**src/rtl/pipeline_stall_ctrl_pkg.sv**
```systemverilog
// Shared definitions for the pipeline stall/flush sequencer: state encoding
// and default parameter values.
package pipeline_stall_ctrl_pkg;

    typedef enum logic [1:0] {
        ST_RUN      = 2'd0,
        ST_MEM_WAIT = 2'd1,
        ST_ERROR    = 2'd2
    } state_t;

    localparam int DEF_MEM_TIMEOUT = 255;
    localparam int DEF_TO_W        = 8;
    localparam int DEF_CNT_W       = 32;

endpackage

```
**src/rtl/pipeline_stall_ctrl_sat_counter.sv**
```systemverilog
// Saturating up-counter with synchronous clear; holds at all-ones.
module sat_counter #(
    parameter int CNT_W = 32
) (
    input  logic             clk_i,
    input  logic             clear,
    input  logic             inc,
    output logic [CNT_W-1:0] count
);

    always_ff @(posedge clk_i) begin
        if (clear) begin
            count <= '0;
        end else if (inc && (count != {CNT_W{1'b1}})) begin
            count <= count + 1'b1;
        end
    end

endmodule

```
**src/rtl/pipeline_stall_ctrl.sv**
```systemverilog
// Stall/flush sequencer: merges load-use, branch-taken and data-memory wait
// into pipeline-register controls, with performance counters and a timeout trap.
//
// state    | meaning
// RUN      | normal issue; load-use stall and branch flush handled here
// MEM_WAIT | pipeline frozen waiting for dmem_ack_i, wait counter running
// ERROR    | memory timeout, everything held, sticky until rst_i
module pipeline_stall_ctrl
    import pipeline_stall_ctrl_pkg::*;
#(
    parameter int MEM_TIMEOUT = DEF_MEM_TIMEOUT,
    parameter int TO_W        = DEF_TO_W,
    parameter int CNT_W       = DEF_CNT_W
) (
    input  logic             clk_i,
    input  logic             rst_i,
    input  logic             stall_bit_i,
    input  logic             branch_taken_i,
    input  logic             dmem_req_i,
    input  logic             dmem_ack_i,
    output logic             pc_write_o,
    output logic             if_id_write_o,
    output logic             if_id_flush_o,
    output logic             id_ex_bubble_o,
    output logic             ex_mem_write_o,
    output logic             mem_wb_bubble_o,
    output logic             error_o,
    output logic [CNT_W-1:0] load_use_cnt_o,
    output logic [CNT_W-1:0] mem_wait_cnt_o,
    output logic [CNT_W-1:0] flush_cnt_o
);

    state_t            state_q, state_d;
    logic [TO_W-1:0]   wait_q, wait_d;
    logic              error_q;
    logic              freeze;
    logic              lu_inc, mw_inc, fl_inc;

    assign freeze  = dmem_req_i && !dmem_ack_i;
    assign error_o = error_q;

    always_ff @(posedge clk_i) begin
        if (rst_i) begin
            state_q <= ST_RUN;
            wait_q  <= '0;
            error_q <= 1'b0;
        end else begin
            state_q <= state_d;
            wait_q  <= wait_d;
            error_q <= (state_d == ST_ERROR);
        end
    end

    always_comb begin
        state_d         = state_q;
        wait_d          = wait_q;
        pc_write_o      = 1'b0;
        if_id_write_o   = 1'b0;
        ex_mem_write_o  = 1'b0;
        if_id_flush_o   = 1'b0;
        id_ex_bubble_o  = 1'b0;
        mem_wb_bubble_o = 1'b0;
        lu_inc          = 1'b0;
        mw_inc          = 1'b0;
        fl_inc          = 1'b0;
        if (!rst_i) begin
            case (state_q)
                ST_RUN, ST_MEM_WAIT: begin
                    if (freeze) begin
                        mem_wb_bubble_o = 1'b1;
                        mw_inc          = 1'b1;
                        if (state_q == ST_RUN) begin
                            state_d = ST_MEM_WAIT;
                            wait_d  = TO_W'(1);
                        end else if (wait_q == TO_W'(MEM_TIMEOUT)) begin
                            state_d = ST_ERROR;
                        end else begin
                            wait_d = wait_q + 1'b1;
                        end
                    end else begin
                        // Branch operands are not ready under a load-use stall,
                        // so the flush is suppressed rather than merged.
                        state_d        = ST_RUN;
                        wait_d         = '0;
                        pc_write_o     = !stall_bit_i;
                        if_id_write_o  = !stall_bit_i;
                        ex_mem_write_o = 1'b1;
                        id_ex_bubble_o = stall_bit_i;
                        if_id_flush_o  = !stall_bit_i && branch_taken_i;
                        lu_inc         = stall_bit_i;
                        fl_inc         = !stall_bit_i && branch_taken_i;
                    end
                end
                default: state_d = ST_ERROR;
            endcase
        end
    end

    sat_counter #(.CNT_W(CNT_W)) u_load_use_cnt (
        .clk_i (clk_i),
        .clear (rst_i),
        .inc   (lu_inc),
        .count (load_use_cnt_o)
    );

    sat_counter #(.CNT_W(CNT_W)) u_mem_wait_cnt (
        .clk_i (clk_i),
        .clear (rst_i),
        .inc   (mw_inc),
        .count (mem_wait_cnt_o)
    );

    sat_counter #(.CNT_W(CNT_W)) u_flush_cnt (
        .clk_i (clk_i),
        .clear (rst_i),
        .inc   (fl_inc),
        .count (flush_cnt_o)
    );

endmodule

```
**config.mk**
```make
export PLATFORM = sky130hd
export DESIGN_NAME = pipeline_stall_ctrl
export DESIGN_NICKNAME = d
export VERILOG_FILES = /design/src/rtl/pipeline_stall_ctrl_pkg.sv /design/src/rtl/pipeline_stall_ctrl_sat_counter.sv /design/src/rtl/pipeline_stall_ctrl.sv
export SDC_FILE = /design/constraint.sdc
export NUM_CORES = 1
export LEC_CHECK = 0
export CAP_MARGIN = 5
export CORE_MARGIN = 5
export CORE_UTILIZATION = 55
export CTS_CLUSTER_DIAMETER = 30
export DETAILED_ROUTE_END_ITERATION = 7
export PLACE_DENSITY = 0.95
export RECOVER_POWER = 100
export SYNTH_ARGS = -nofsm -noshare
export SYNTH_HDL_FRONTEND = slang
export SYNTH_SLANG_ARGS = --single-unit
```
**constraint.sdc**
```tcl
create_clock -name clk_i -period 3.9 [get_ports clk_i]
set_input_delay 0.78 -clock clk_i [delete_from_list [all_inputs] [get_ports clk_i]]
set_output_delay 0.78 -clock clk_i [all_outputs]
set_load 0.01 [all_outputs]
```
==> results of run 1 <==
-- stage by stage --
| step | total power (W) | utilization [%] | setup WS [ps] |
|---|---|---|---|
| CTS | 0.00190 | 69.6 | 571 |
| floorplan | 0.00116 | - | 1210 |
| detailed placement | 0.00119 | 67.4 | 571 |
| finish | 0.00190 | 69.2 | 392 |
| global placement | 0.00119 | 67.4 | 569 |
| global route | 0.00196 | 69.2 | 349 |
-- worst max-delay path, cell delays in order --
cell and delay, ps:
dlygate4sd3_1 560, or4b_1 510, inv_1 270, clkdlybuf4s50_1 600
-- registers in the layout, indices dropped and copies added, names as in the netlist --
signal                cells
error_o                   1
u_load_use_cnt.count     32
state_q                   2
u_flush_cnt.count        32
wait_q                    8
u_mem_wait_cnt.count     32
-- per-layer routing --
layer  share of wire (%)  routed length, µm  GRT usage, %  up-vias
met2                  49               7050          40.4      253
met3                 7.8               1140          4.62       20
met1                  42               6130          31.5     2656
met5                   0                  0             0        -
li1                    -                  -             -     2642
met4                 1.1                161          7.03        0
-- placed cells by master, fill, tap and decap left out, types with 11 or more instances in the layout --
master / n
o21ai_0: 30
or3_1: 30
o31ai_1: 28
nand4_1: 40
xor2_1: 11
nand3_1: 38
nor3_1: 13
or4_1: 26
a21oi_1: 57
inv_1: 18
nor2_1: 50
nor4_1: 15
dlygate4sd3_1: 103
dfxtp_1: 107
nand2_1: 39
and3_1: 14
-- layout make-up --
class                           instances  area (µm²)
Multi-Input combinational cell        489        3010
Fill cell                             733        2990
Sequential cell                       107        2140
Timing Repair Buffer                  113        1110
Tap cell                              133         166
Clock buffer                           12         135
Clock inverter                          4        75.1
Inverter                               18        67.6
-- final timing paths --
path / end / slack (ps)
worst max register to register: u_mem_wait_cnt.count[13]$_SDFFE_PP0P_ / 670
worst min-delay path: u_mem_wait_cnt.count[8]$_SDFFE_PP0P_ / 500
worst min register to register: u_mem_wait_cnt.count[8]$_SDFFE_PP0P_ / 500
worst max-delay path: mem_wb_bubble_o / 390
-- kinds of logic (layout without fill, tap and decap cells) --
logic type / Yosys count / in the layout / share of synthesized area (%)
simple gates: 302 / 302 / 31.8
compound gates: 150 / 150 / 17.7
flops: 107 / 107 / 39.7
buf+inv: 51 / 147 / 3.99
xor+xnor: 18 / 18 / 2.92
mux: 15 / 15 / 2.97
fa+ha+maj: 4 / 4 / 0.927
-- report_power, final --
| group | internal (W) | switching (W) |
|---|---|---|
| clock | 0.000363 | 0.000370 |
| combinational | 0.0000200 | 0.0000415 |
| sequential | 0.00110 | 0.00000506 |
==> impl_metrics.yaml, run 1 <==
synth:
  synthArstFlopShare_pct: 0
  synth_edf_count: 0
  ys_seq_elements: 107
  ys.flop_type: "dfxtp_1"
  syn_avg_cell_area_um2: 8.34
  seq_area_frac_synth_pct: 39.7
  yosys.area.top_type: "dfxtp_1"
  synth.most_common_cell: "dfxtp_1"
  yosysTopAreaCellShare_pct: 39.7
  synth_common_cells: "dfxtp_1 (107), a21oi_1 (57), nor2_1 (50), nand4_1 (40)"
  synth_area_leaders: "dfxtp_1 (40%), a21oi_1 (5.3%), nand4_1 (4.6%), o31ai_1 (3.8%), or4_1 (3.6%)"
  netlist_area_mm2: 0.00540
  synth_cell_types: 59
  syn-num-nets: 657
  syn-instance-count: 647
  yosysWarnings: 0
sta:
  hold_slack_ps: 502
  setup_violations: 0
  grt_setup_unrepaired: "false"
  slew_viol_final: 0
  tightest_slew_ps: 1240
  fin_crit_sh_pct: 90.0
  hold_violations: 0
  fmax_mhz: 285
  worst_clock_skew_ps: 20.8
  fin_crit_ps: 3510
  setup_tns_ps: 0
  relSlewSlack_pct: 16.5
place:
  dp_cells: 860
  io_buffer_count: 108
  placed_cell_area_mm2: 0.00653
  dpl.hpwl_um: 10300
  gp_congestion: 0.881
cells_and_area:
  syn_to_final_growth_pct: 24.1
  finalNonFillerCells: 876
  nets: 748
  layout-drive-gt1-share_pct: 3.90
  design_area_mm2: 0.00670
  diodes: 0
clock_tree:
  cts_hold_buffers: 0
  clockBufferDepth: 2
  htreeDepth: 3
  post_cts_resized: 0
  post_cts_buffers: 0
  root_buffer: "clkbuf_8"
  cts.sink_count: 107
  clk_transition_reported_paths_ps: 90
  insertion_delay_ps: 360
  cts_tree: "built"
  cts_made_buffers: 9
worst_setup_path:
  start_kind: "input pin"
  critPathKind: "input pin to primary output"
  required_ps: 3120
  reg2regPathDepth: 7
  r2r-start: "u_mem_wait_cnt.count[0]$_SDFFE_PP0P_"
  worst-path-max-fanout: 8
  cp.arrival_ps: 2730
  critPathCaptureType: "primary output"
  crit_start: "dmem_req_i"
routing:
  vias_per_cell: 6.36
  drc_errors: 0
  ant_nets: 0
  first_pass_iters: 5
  drt_iter0_drc: 416
  num_vias: 5571
  wirelength_um: 14500
  wire_per_inst_um: 16.5
grt:
  grt_pass1_vias: 5103
  grt_max_degree: 59
  grt_overflow: 0
  antenna_found_initial: 0
  track_usage_pct: 24.1
  grt_pass1_wl_um: 23600
floorplanning:
  chipWidth_um: 109
  start_util_pct: 55.7
  fp.dieArea_mm2: 0.0119
  ioPinCount: 109
  coreArea_mm2: 0.00968
  fp.dieH_um: 109
  num_rows: 36
flow_run:
  drv_cap: 0
power_and_ir_drop:
  p_per_area_mw_per_mm2: 283
  vdd_drop_max_mv: 0.192
  p_leak_nw: 2.43
outcome:
  status: "finished clean"
hold_path:
  min_from: "u_mem_wait_cnt.count[8]$_SDFFE_PP0P_"
  holdPathStages: 2
  hp-class: "flip-flop to flip-flop"
Power figures use the tool's default switching activity.
==> run 2, diff against run 1 <==
- CORE_MARGIN: 5 -> unset
- MAX_ROUTING_LAYER: unset -> met4
==> run 2 against run 1 <==
  * Cell area is 0.65% lower
  * Clock power is 13% lower
  * Utilization is 1.8 points higher
  * Via count is 0.23% higher
  * Highest routed layer unchanged
==> impl_metrics.yaml, run 2 (same netlist as run 1, synthesis figures left out) <==
outcome:
  status: "finished clean"
sta:
  fmax_mhz: 281
  slew_viol_final: 0
  hold_violations: 0
  setup_violations: 0
  setup_tns_ps: 0
  grt_setup_unrepaired: "false"
  relSlewSlack_pct: 12.7
  fin_crit_sh_pct: 91.3
  worst_clock_skew_ps: 12.7
  tightest_slew_ps: 1300
  fin_crit_ps: 3560
routing:
  first_pass_iters: 6
  top_layer_used: "met4"
  met2WireLength_um: 6970
  wire_per_inst_um: 16.0
  ant_nets: 0
  drt_iter0_drc: 326
  wl_met1_um: 5850
  num_vias: 5584
  drc_errors: 0
  wirelength_um: 13900
  met3RoutedLength_um: 924
  vias_per_cell: 6.41
worst_setup_path:
  slowest_stage: "clkdlybuf4s50_1"
  r2r_end: "u_mem_wait_cnt.count[13]$_SDFFE_PP0P_"
  worst-path-max-fanout: 8
  crit_chain: "dlygate4sd3_1 -> or4b_1 -> inv_1 -> clkdlybuf4s50_1"
  required_ps: 3120
  start_kind: "input pin"
  cp.arrival_ps: 2780
  max_stage_delay_ps: 600
  r2r-start: "u_mem_wait_cnt.count[1]$_SDFFE_PP0P_"
  crit_start: "dmem_ack_i"
  worst-path-buf-inv: 3
  critPathKind: "input pin to primary output"
  crit_family: "buffers and inverters"
  critPathCaptureType: "primary output"
  ff2ff_setup_slack_ps: 710
  reg2regPathDepth: 7
clock_tree:
  post_cts_buffers: 0
  cts_hold_buffers: 0
  cts_tree: "built"
  cts_made_buffers: 9
  insertion_delay_ps: 370
  cts.sink_count: 107
  clk_transition_reported_paths_ps: 100
  clockBufferDepth: 2
  htreeDepth: 3
  post_cts_resized: 0
  root_buffer: "clkbuf_8"
grt:
  grt_max_degree: 90
  antenna_found_initial: 0
  grt_pass1_wl_um: 22900
  grt_overflow: 0
  grt_pass1_vias: 5015
  track_usage_pct: 28.3
cells_and_area:
  nets: 747
  syn_to_final_growth_pct: 23.3
  layout_common_cells: "dfxtp_1 (107), dlygate4sd3_1 (103), a21oi_1 (57), nor2_1 (50), nand4_1 (40)"
  mostFrequentLayoutCell: "dfxtp_1"
  layout-drive-gt1-share_pct: 3.91
  diodes: 0
  reg_top3: "u_flush_cnt.count x32, u_load_use_cnt.count x32, u_mem_wait_cnt.count x32"
  design_area_mm2: 0.00665
power_and_ir_drop:
  p_leak_nw: 2.41
  vdd_drop_max_mv: 0.144
  p_per_area_mw_per_mm2: 270
floorplanning:
  start_util_pct: 57.6
  fp.dieArea_mm2: 0.0102
  num_rows: 35
  coreArea_mm2: 0.00937
  fp.dieH_um: 101
  ioPinCount: 109
  chipWidth_um: 101
hold_path:
  hold_end: "u_load_use_cnt.count[5]$_SDFFE_PP0P_"
  holdPathStages: 1
  hp-class: "flip-flop to flip-flop"
  min_from: "u_load_use_cnt.count[5]$_SDFFE_PP0P_"
place:
  io_buffer_count: 108
  dpl.hpwl_um: 9620
  placed_cell_area_mm2: 0.00652
  gp_congestion: 0.931
flow_run:
  drv_cap: 0
## run 2: changes by cell type in the layout (fill, tap and decap cells not counted)
cell       change
bufinv_16      -2
nand2_2        +1
nand2_1        -1
buf_4          -1
inv_6          +2
buf_2          -1
clkbuf_8       +1
## run 2: worst max-delay path by stage
stage / endpoint / slack [ps] / cells after the start
5_1_grt: mem_wb_bubble_o / 300 / 4
6_report: mem_wb_bubble_o / 340 / 4
3_5_place_dp: mem_wb_bubble_o / 590 / 4
4_1_cts: mem_wb_bubble_o / 590 / 4
2_1_floorplan: pc_write_o / 1210 / 4
3_3_place_gp: mem_wb_bubble_o / 600 / 4
## run 2: area by class of cell
| type | count | area, µm² |
|---|---|---|
| tap | 129 | 161 |
| fill | 742 | 2720 |
| clock inverter | 4 | 32.5 |
| sequential | 107 | 2140 |
| timing repair buffer | 112 | 1100 |
| multi-input combinational | 489 | 3010 |
| inverter | 18 | 67.6 |
| clock buffer | 12 | 145 |
## run 2: metal layers
layer,GRT usage [%],vias to the layer above
met1,34.2,2698
met4,10.3,0
met5,-,-
met2,48.0,224
met3,4.09,24
li1,-,2638
## run 2: where the power goes
group	leakage, nW	switching [W]	internal, W
clock	0.0836	0.000383	0.000256
sequential	0.862	0.00000493	0.00110
combinational	1.47	0.0000403	0.0000192
total	2.41	0.000428	0.00137
## run 2: per-stage QoR
stage                     setup slack [ps]  power, W  hold slack, ps  util (%)  cells
after global routing                   296   0.00185             517      71.0    871
final                                  340   0.00180             507      71.0    871
after global placement                 595   0.00119             474      69.5    855
after detailed placement               585   0.00119             491      69.5    855
after CTS                              587   0.00181             507      71.4    871
after floorplan                       1210   0.00116             471         -    647
## run 2: worst register-to-register path: cells and delay by family, from the launching register on
family | cells | cell delay (ps)
AND/OR/NAND/NOR | 4 | 1350
buffers and inverters | 1 | 780
flip-flops | 1 | 430
multiplexers | 1 | 310
adder cells (fa/ha/maj) | 1 | 230
